**src/rtl/uart_tx_arbiter.sv**
```systemverilog
// uart_tx_arbiter
//   Round-robin scheduler sharing one 8-bit UART transmitter between NUM_REQ
//   byte producers. It accepts one byte from the winning requester, drives the
//   transmitter en/start handshake, waits for busy/done, and then holds a
//   mark-state gap before the next launch. Runs in the baud-clock domain.
//
//   Optional feature macro: UART_TX_ARB_TIMEOUT_EN
//     defined   - a frame not completed within TIMEOUT_CYCLES of its accept
//                 is aborted (txEn dropped for one cycle, timeoutErr pulse)
//     undefined - no watchdog, timeoutErr is always 0
//
// Ports:
//   clk        baud-rate clock
//   rst_n      asynchronous active-low reset
//   reqValid   per-requester byte-available flag (held until reqReady)
//   reqData    requester i byte at [8i+7:8i]
//   reqReady   one-hot, one-cycle accept pulse
//   txEn       transmitter enable (low only in reset and the abort cycle)
//   txStart    transmitter start, held until busy is seen
//   txData     byte to the transmitter, stable from accept to next accept
//   txBusy     transmitter busy
//   txDone     transmitter done
//   grantId    index of the requester whose frame is in flight
//   active     high from accept through the end of the gap
//   frameSent  one-cycle pulse when txDone is first seen for a frame
//   timeoutErr one-cycle pulse on abort (optional feature)
module uart_tx_arbiter #(
    parameter int unsigned NUM_REQ        = 4,
    parameter int unsigned GAP_CYCLES     = 1,
    parameter int unsigned TIMEOUT_CYCLES = 32
) (
    input  logic                       clk,
    input  logic                       rst_n,
    input  logic [NUM_REQ-1:0]         reqValid,
    input  logic [8*NUM_REQ-1:0]       reqData,
    output logic [NUM_REQ-1:0]         reqReady,
    output logic                       txEn,
    output logic                       txStart,
    output logic [7:0]                 txData,
    input  logic                       txBusy,
    input  logic                       txDone,
    output logic [$clog2(NUM_REQ)-1:0] grantId,
    output logic                       active,
    output logic                       frameSent,
    output logic                       timeoutErr
);

    localparam int unsigned IDW = $clog2(NUM_REQ);

    if (NUM_REQ < 2 || NUM_REQ > 8) begin : g_num_req_range
        $error("uart_tx_arbiter: NUM_REQ must be in 2..8");
    end
    if (GAP_CYCLES > 15) begin : g_gap_range
        $error("uart_tx_arbiter: GAP_CYCLES must be in 0..15");
    end
    if (TIMEOUT_CYCLES <= 12) begin : g_timeout_range
        $error("uart_tx_arbiter: TIMEOUT_CYCLES must exceed 12");
    end

    typedef enum logic [1:0] {IDLE, LAUNCH, SENDING, GAP} state_t;

    state_t             state, stateNxt;
    logic [IDW-1:0]     rrPtr, rrPtrNxt;
    logic               gapArmed, gapArmedNxt;
    logic [3:0]         gapCnt, gapCntNxt;

    logic               txEnNxt, txStartNxt;
    logic [7:0]         txDataNxt;
    logic [NUM_REQ-1:0] reqReadyNxt;
    logic [IDW-1:0]     grantIdNxt;
    logic               activeNxt, frameSentNxt, timeoutErrNxt;

    logic [7:0]         reqByte [NUM_REQ];
    logic               pickFound;
    logic [IDW-1:0]     pickIdx;

`ifdef UART_TX_ARB_TIMEOUT_EN
    localparam int unsigned TW = $clog2(TIMEOUT_CYCLES + 1);
    logic [TW-1:0] tmoCnt, tmoCntNxt;
    logic          tmoHit;
    // Counter is cleared on the accept edge, so it reads TIMEOUT_CYCLES-1
    // on the edge that is TIMEOUT_CYCLES cycles after accept.
    assign tmoHit = (tmoCnt == TW'(TIMEOUT_CYCLES - 1));
`endif

    always_comb begin
        for (int unsigned i = 0; i < NUM_REQ; i++) begin
            reqByte[i] = reqData[8*i +: 8];
        end
    end

    // First set reqValid bit searching upward from rrPtr, wrapping.
    always_comb begin : rr_pick
        int unsigned cand;
        cand      = 0;
        pickFound = 1'b0;
        pickIdx   = '0;
        for (int unsigned i = 0; i < NUM_REQ; i++) begin
            cand = 32'(rrPtr) + i;
            if (cand >= NUM_REQ) begin
                cand = cand - NUM_REQ;
            end
            if (!pickFound && reqValid[IDW'(cand)]) begin
                pickFound = 1'b1;
                pickIdx   = IDW'(cand);
            end
        end
    end

    always_comb begin
        stateNxt      = state;
        rrPtrNxt      = rrPtr;
        gapArmedNxt   = gapArmed;
        gapCntNxt     = gapCnt;
        txEnNxt       = 1'b1;
        txStartNxt    = txStart;
        txDataNxt     = txData;
        reqReadyNxt   = '0;
        grantIdNxt    = grantId;
        activeNxt     = active;
        frameSentNxt  = 1'b0;
        timeoutErrNxt = 1'b0;
`ifdef UART_TX_ARB_TIMEOUT_EN
        tmoCntNxt     = tmoCnt;
`endif

        case (state)
            IDLE: begin
                // Requiring busy low here keeps a stale busy from the
                // previous frame from ever satisfying LAUNCH.
                if (!txBusy && pickFound) begin
                    reqReadyNxt[pickIdx] = 1'b1;
                    txDataNxt            = reqByte[pickIdx];
                    grantIdNxt           = pickIdx;
                    activeNxt            = 1'b1;
                    txStartNxt           = 1'b1;
                    rrPtrNxt             = (pickIdx == IDW'(NUM_REQ - 1)) ? '0 : pickIdx + 1'b1;
                    stateNxt             = LAUNCH;
`ifdef UART_TX_ARB_TIMEOUT_EN
                    tmoCntNxt            = '0;
`endif
                end
            end

            LAUNCH: begin
                if (txBusy) begin
                    txStartNxt = 1'b0;
                    stateNxt   = SENDING;
                end
            end

            SENDING: begin
                if (txDone) begin
                    frameSentNxt = 1'b1;
                    stateNxt     = GAP;
                    gapArmedNxt  = 1'b0;
                    gapCntNxt    = '0;
                end
            end

            GAP: begin
                // gapArmed marks that busy=0 has been sampled; GAP_CYCLES
                // further edges are then counted before returning to IDLE.
                if (!gapArmed) begin
                    if (!txBusy) begin
                        if (GAP_CYCLES == 0) begin
                            activeNxt = 1'b0;
                            stateNxt  = IDLE;
                        end else begin
                            gapArmedNxt = 1'b1;
                            gapCntNxt   = '0;
                        end
                    end
                end else if (gapCnt == 4'(GAP_CYCLES - 1)) begin
                    activeNxt   = 1'b0;
                    gapArmedNxt = 1'b0;
                    stateNxt    = IDLE;
                end else begin
                    gapCntNxt = gapCnt + 1'b1;
                end
            end

            default: stateNxt = IDLE;
        endcase

`ifdef UART_TX_ARB_TIMEOUT_EN
        if (state == LAUNCH || state == SENDING) begin
            tmoCntNxt = tmoCnt + 1'b1;
        end
        // A done seen on the same edge wins over the abort.
        if (tmoHit && (state == LAUNCH || (state == SENDING && !txDone))) begin
            txEnNxt       = 1'b0;
            txStartNxt    = 1'b0;
            timeoutErrNxt = 1'b1;
            stateNxt      = GAP;
            gapArmedNxt   = 1'b0;
            gapCntNxt     = '0;
        end
`endif
    end

    always_ff @(posedge clk or negedge rst_n) begin
        if (!rst_n) begin
            state      <= IDLE;
            rrPtr      <= '0;
            gapArmed   <= 1'b0;
            gapCnt     <= '0;
            txEn       <= 1'b0;
            txStart    <= 1'b0;
            txData     <= '0;
            reqReady   <= '0;
            grantId    <= '0;
            active     <= 1'b0;
            frameSent  <= 1'b0;
            timeoutErr <= 1'b0;
`ifdef UART_TX_ARB_TIMEOUT_EN
            tmoCnt     <= '0;
`endif
        end else begin
            state      <= stateNxt;
            rrPtr      <= rrPtrNxt;
            gapArmed   <= gapArmedNxt;
            gapCnt     <= gapCntNxt;
            txEn       <= txEnNxt;
            txStart    <= txStartNxt;
            txData     <= txDataNxt;
            reqReady   <= reqReadyNxt;
            grantId    <= grantIdNxt;
            active     <= activeNxt;
            frameSent  <= frameSentNxt;
            timeoutErr <= timeoutErrNxt;
`ifdef UART_TX_ARB_TIMEOUT_EN
            tmoCnt     <= tmoCntNxt;
`endif
        end
    end

endmodule

```
**config.mk**
```make
export PLATFORM = sky130hd
export DESIGN_NAME = uart_tx_arbiter
export DESIGN_NICKNAME = d
export VERILOG_FILES = /design/src/rtl/uart_tx_arbiter.sv
export SDC_FILE = /design/constraint.sdc
export NUM_CORES = 1
export LEC_CHECK = 0
export ABC_AREA = 1
export BUFFER_PORTS_ARGS = -buffer_cell sky130_fd_sc_hd__buf_2
export CORE_MARGIN = 2
export CORE_UTILIZATION = 30
export CTS_CLUSTER_DIAMETER = 120
export CTS_CLUSTER_SIZE = 16
export DETAILED_ROUTE_END_ITERATION = 8
export GPL_TIMING_DRIVEN = 0
export PLACE_DENSITY = 0.61
export SETUP_SLACK_MARGIN = 0.15
export SYNTH_ARGS = -nofsm -noshare
export SYNTH_HDL_FRONTEND = slang
export SYNTH_SLANG_ARGS = --single-unit
export TNS_END_PERCENT = 100
```
**constraint.sdc**
```tcl
create_clock -name clk -period 2.3 [get_ports clk]
set_input_delay 0.69 -clock clk [delete_from_list [all_inputs] [get_ports clk]]
set_output_delay 0.69 -clock clk [all_outputs]
set_load 0.02 [all_outputs]
```
---- Word level (Yosys, flattened, before mapping) ----
Index checks and enable logic that the tools add are counted.
word-level totals
  register bits ........................... 27
  bits of input ports ..................... 40
  output and inout bits ................... 19
  word-level logic and storage cells ...... 115
operators by class
  $add $sub $neg .......................... 9
  $lt $le $gt $ge ......................... 11
  equality and inequality tests ........... 11
  mux-type cells .......................... 52
  bitwise logic cells ..................... 1
  reductions and logical operators ........ 20
operator list
  kind                                                         number
  2-to-1 mux 2 bit                                             14
  2-to-1 mux 4 bit                                             6
  2-to-1 mux 1 bit                                             19
  binary-select mux 8 bit (select 2 bit)                       1
  2-to-1 mux 8 bit                                             2
  less-than comparator 2 x 3 -> 1 bit (second input constant)  5
  >= comparator 3 bit (second input constant)                  4
  != test 2 bit (second input constant)                        5
  binary-select mux 1 bit (select 2 bit)                       4
  case mux 2 bit (4 select lines)                              1
  case mux 4 bit (2 select lines)                              1
  AND reduction 4 bit                                          2
  subtractor 2 x 1 -> 2 bit (second input constant)            4
  adder 2 x 2 -> 3 bit (second input constant)                 2
  == test 2 bit (second input constant)                        3
  != test 3 bit (second input constant)                        2
  case mux 1 bit (2 select lines)                              3
  nonzero test 2 bit                                           3
  logical AND 1 bit                                            5
  AND reduction 5 bit                                          1
  adder 4 x 1 -> 4 bit (second input constant)                 1
  zero test 1 bit                                              4
  zero test 4 bit                                              1
  AND reduction 2 bit                                          2
  9 further kinds                                              9

---- Logic depth before layout (Yosys ltp) ----
  word-level depth ........................ 20
  gate-level depth with buffers ........... 16

---- Worst setup path after synthesis ----
OpenSTA, ideal clock, no wires.
  path type ............................... input -> register
  start point ............................. input reqValid[3]
  end point ............................... register rrPtr[1]
  library setup time ...................... 121 ps
  arrival ................................. 1866 ps
  data required time ...................... 2179 ps
  slack ................................... 313 ps
  cell stages on the path ................. 11
  path through ............................ inv_1 -> nand2_1 -> nand3_1 -> nand2_2 -> nor2_4 -> nand3_4 -> nand3_4 -> inv_1 -> ha_1 -> nand2_1 -> o21ai_1
on the way
  word-level cells in the longest chain between the ends .. 14
  elaborated cells on any way between the ends .. 27
  those cells by class .................... 1 x add/sub; 1 x eq/ne; 17 x mux; 8 x reduce/logical
ends and longest elaborated chain
  element                                                RTL line  source
  from (decl)                                            34        input logic [NUM_REQ-1:0] reqValid,
  binary-select mux 1 bit (select 2 bit)                 103       if (!pickFound && reqValid[IDW'(cand)]) begin
  2-to-1 mux 1 bit (not written as such)                 103
  2-to-1 mux 1 bit                                       103
  zero test 1 bit                                        103
  logical AND 1 bit                                      103
  2-to-1 mux 1 bit                                       103
  zero test 1 bit                                        103
  logical AND 1 bit                                      103
  2-to-1 mux 1 bit                                       103
  zero test 1 bit                                        103
  logical AND 1 bit                                      103
  2-to-1 mux 2 bit *                                     103
  via pickIdx[0]                                         75        logic [IDW-1:0] pickIdx;
  adder 2 x 1 -> 2 bit or == test 2 bit (tied branches)  137       rrPtrNxt = (pickIdx == IDW'(NUM_REQ - 1)) ? '0 : pickIdx + 1'b1;
  2-to-1 mux 2 bit *                                     137
  to (signal assigned)                                   221       rrPtr <= rrPtrNxt;
  to (decl)                                              63        logic [IDW-1:0] rrPtr, rrPtrNxt;
Mark *: on every way through the listed nets, which the timed path passes. The rest lies on a longest branch. The select of a mux whose other input is x is not followed.
A chain may end at the register's enable or synchronous reset.

---- Final worst setup path ----
  start point ............................. register rrPtr[0]
  end point ............................... register rrPtr[1]
on the way
  word-level cells in the longest chain between the ends .. 16
  elaborated cells on any way between the ends .. 42
  those cells by class .................... 8 x add/sub; 4 x order compare; 1 x eq/ne; 21 x mux; 8 x reduce/logical
ends and longest elaborated chain
  element                                                                        RTL line
  parallel branches: the longest is 13 deep, another holds adder 2 x 1 -> 3 bit  n/a
  2-to-1 mux 2 bit *                                                             103
  via pickIdx[1]                                                                 75
  adder 2 x 1 -> 2 bit or == test 2 bit (tied branches)                          137
  2-to-1 mux 2 bit *                                                             137
Mark *: on every way through the listed nets, which the timed path passes. The select of a mux whose other input is x is not followed.

==> reports/metrics.csv <==
stage,metric,value,unit
status,status,"finished, final reports clean",
yosys,"Distinct cells, synth",24,
run,Max Cap Viol,0,
clocking,Max Root-Sink Buffers,2,
grt,GRT met1 Usage,0.1837,
floorplanning,Rows,29,
setup_path,crit path launch type,flop,
grt,largest net degree at the start of global routing,28,
floorplanning,Die X,85.00,microns
sta,Slew Limit Fails,0,
grt,number of global-route vias before repair,1750,
clocking,"Clk pin slew, worst setup/hold paths",100,ps
setup_path,R2R Setup Slk,360,ps
yosys,Synth Area in Compound Gates,0.05340,
yosys,XOR/XNOR Fraction of Synth Area,0.008900,
yosys,post-synthesis sequential area ratio,0.3433,
clocking,H-tree levels,1,
setup_path,RR Startpoint,rrPtr[0],
grt,met2 Usage GRT,0.2188,
floorplanning,placeable core area,0.006350,sq mm
sta,Final setup viols,0,
cells_and_area,layout cell share with drive strength beyond 1,0.2431,
cells_and_area,final instance area,0.002440,sq mm
setup_path,CP peak stage delay,400,ps
sta,Worst Skew,9.537,ps
routing,first drt pass iteration count,4,
yosys,post-synthesis cell count,296,
clocking,CTS tree,done,
cells_and_area,final net count,413,
placed_design,IO Port Bufs,57,
setup_path,r2r endpoint,rrPtr[1],
power,Worst VDD drop,0.4996,mV
cells_and_area,"commonest cells after routing, fill and taps aside","nand2_1 (105), buf_2 (59), inv_1 (52)",
setup_path,critical path required time,2470,ps
clocking,clock root buffer,clkbuf_8,
grt,GRT Max-Usage Layer,met2,
setup_path,critical path's slowest cell,dfrtp_1,
routing,vias per cell,4.367,
sta,Fin. Hold Viols,0,
grt,GR Layer Usage met3,0.009728,
floorplanning,die area,0.007224,sq mm
yosys,total number of yosys warnings,0,
setup_path,top fanout value on the critical path,10,
power,Power per Cell Area,1562,mW/mm^2
yosys,Syn Nets,346,
sta,Slew headroom,0.5948,
yosys,main combinational cell family by area after synthesis,simple AND/OR/NAND/NOR gates,
setup_path,worst r2r path cells,13,
grt,first-pass GRT wire length,7852,microns
placed_design,pre-CTS setup slack,-42.17,ps
clocking,Num CTS Buffers,3,
sta,measured slew at the worst slew-check pin,607.8,ps
yosys,simple-gate share of the synthesized area,0.3865,
grt,All-Layer GR Usage,0.1299,
cells_and_area,area of the multi-input gates,0.001020,sq mm
cells_and_area,Sequential cell area,675.6,sq um
setup_path,kind of end point of the critical path,flop,
sta,worst hold slack,400.0,ps
routing,Via Count,1917,
routing,Iter 0 DRT Violations,77,
cells_and_area,diode count,0,
sta,post-route clock period utilization,0.8454,
sta,RSZ-0062 raised after global routing,false,
yosys,Synth Area in Adders,0.06357,
setup_path,crit-path cells,buf_4 > nand2_1 > nand2_1 > nand2_1 > nand2_1 > nor2_4 > nand2_2 > nor2_1 > nor2_1 > nor2_4 > ha_1 > nand2_1 > o21ai_1,
yosys,cells taking the most area after synthesis,"dfrtp_1 (34%), nand2_1 (20%), nand3_1 (11%), inv_1 (9.9%), ha_1 (6.4%)",
yosys,syn avg cell area,6.649,sq um
yosys,mapped cell area,0.001968,sq mm
placed_design,Final HPWL DP,3569,microns
cells_and_area,Final Core Density,0.3842,
routing,drt wl/cell,10.54,microns
yosys,Seq cells post-synth,27,
setup_path,"Arr. time, crit path",2110,ps
routing,drt drc,0,
yosys,multiplexer share of the synthesized area,0,
sta,setup ws final,355.6,ps
clocking,Sink Count,27,
power,Pleak,1.482,nW
grt,total congestion overflow,0,
floorplanning,I/O pin count,59,
placed_design,DP Area,0.002350,sq mm
cells_and_area,"most common cell after layout, fill and taps aside",nand2_1,
sta,fmax,514.3,MHz
setup_path,crit-path most repeated cell,nand2_1,
hold_path,type of the tightest min-delay check,primary input to async pin,
clocking,worst skew pair latency,280,ps
grt,initial antenna violation count,0,
yosys,Yosys top cell area share,0.3433,
setup_path,WS Path Type,flop to flop,
routing,Routed Wire Length,4628,microns
cells_and_area,Layout area overhead,23.97,%
placed_design,placer congestion estimate,0.8081,
sta,crit path time final,1944,ps
floorplanning,Initial Util,0.3100,
cells_and_area,Layout fillers,696,
floorplanning,Die H,85.00,microns
yosys,Yosys top cell by area,dfrtp_1,
routing,Final ANT Viol Nets,0,
[synth_stat cells]
master / count
nand2_4: 1
xor2_1: 1
nor2_4: 2
nand3_4: 2
o21ai_1: 3
nor2_1: 15
o211ai_1: 3
ha_1: 10
nand2_1: 105
o21a_1: 1
buf_6: 2
o21ai_0: 8
xnor2_1: 1
inv_2: 3
nand3_1: 42
nand4_1: 1
conb_1: 2
inv_1: 52
nor2_2: 1
dfrtp_1: 27
a21oi_1: 4
nand2_2: 3
buf_2: 2
buf_4: 5
[flip-flops by register name, indices dropped and copies added (netlist names)]
register	flops
gapArmed	1
txData	8
frameSent	1
gapCnt	4
reqReady	4
grantId	2
state	2
txEn	1
active	1
txStart	1
rrPtr	2
[repair_timing]
action                                  4_1_cts  5_1_grt
gates resized for setup                       0        1
setup buffers                                 0        5
endpoints found under the hold margin         0        0
hold buffers                                  0        0
endpoints found under the setup margin        0        4
[worst max path at each step]
stage | slack, ps | to | cells after the start | start
after detailed placement | -40 | rrPtr[1] | 12 | reqValid[3]
after global routing | 160 | txData[3] | 15 | rrPtr[0]
final | 360 | rrPtr[1] | 13 | rrPtr[0]
after CTS | 230 | rrPtr[1] | 12 | rrPtr[0]
after global placement | -20 | rrPtr[1] | 12 | reqValid[1]
after floorplan | 310 | rrPtr[1] | 11 | reqValid[3]
[power by group]
group          internal (mW)  leakage [nW]  total, mW  switching, mW
clock                  0.123        0.0217      0.286          0.163
sequential             0.650         0.346      0.763          0.114
combinational           1.04          1.11       2.76           1.72
total                   1.81          1.48       3.81           2.00
[worst max-delay path: cells and delay by family, from the launching register on]
kind	cells	cell delay, ps
and+or+nand+nor	10	970
AOI/OAI and AO/OA	1	50
DFF	1	400
buffers and inverters	1	170
adders and majority gates	1	250
[final cells by class]
| class | count | share of cell area |
|---|---|---|
| multi-input combinational | 205 | 0.4179 |
| clock buffer | 3 | 0.01692 |
| clock inverter | 1 | 0.003077 |
| inverter | 55 | 0.08462 |
| sequential | 27 | 0.2769 |
| timing repair buffer | 62 | 0.1323 |
| tap | 77 | 0.03949 |
| buffer | 9 | 0.02872 |
[layer usage]
layer | vias to the layer above | routed length (microns)
met5 | - | 0
met4 | 0 | 40
met3 | 5 | 169
met2 | 35 | 2200
met1 | 846 | 2218
li1 | 1031 | -
[per-stage QoR]
stage / std cells / total power [mW] / TNS (ps)
after floorplan: 296 / 2.746 / 0
after global placement: 430 / 3.351 / -19.24
after detailed placement: 430 / 3.384 / -42.17
after CTS: 434 / 3.675 / 0
after global routing: 439 / 4.242 / 0
final: 439 / 3.811 / 0
[logic make-up (layout without fill, tap and decap cells)]
logic type	after synthesis	count (layout)
xor+xnor	2	2
other cells	2	2
fa+ha+maj	10	10
simple gates	172	172
flops	27	27
buf+inv	64	130
compound gates	19	19
No activity file was read; power rests on OpenSTA's default activity.
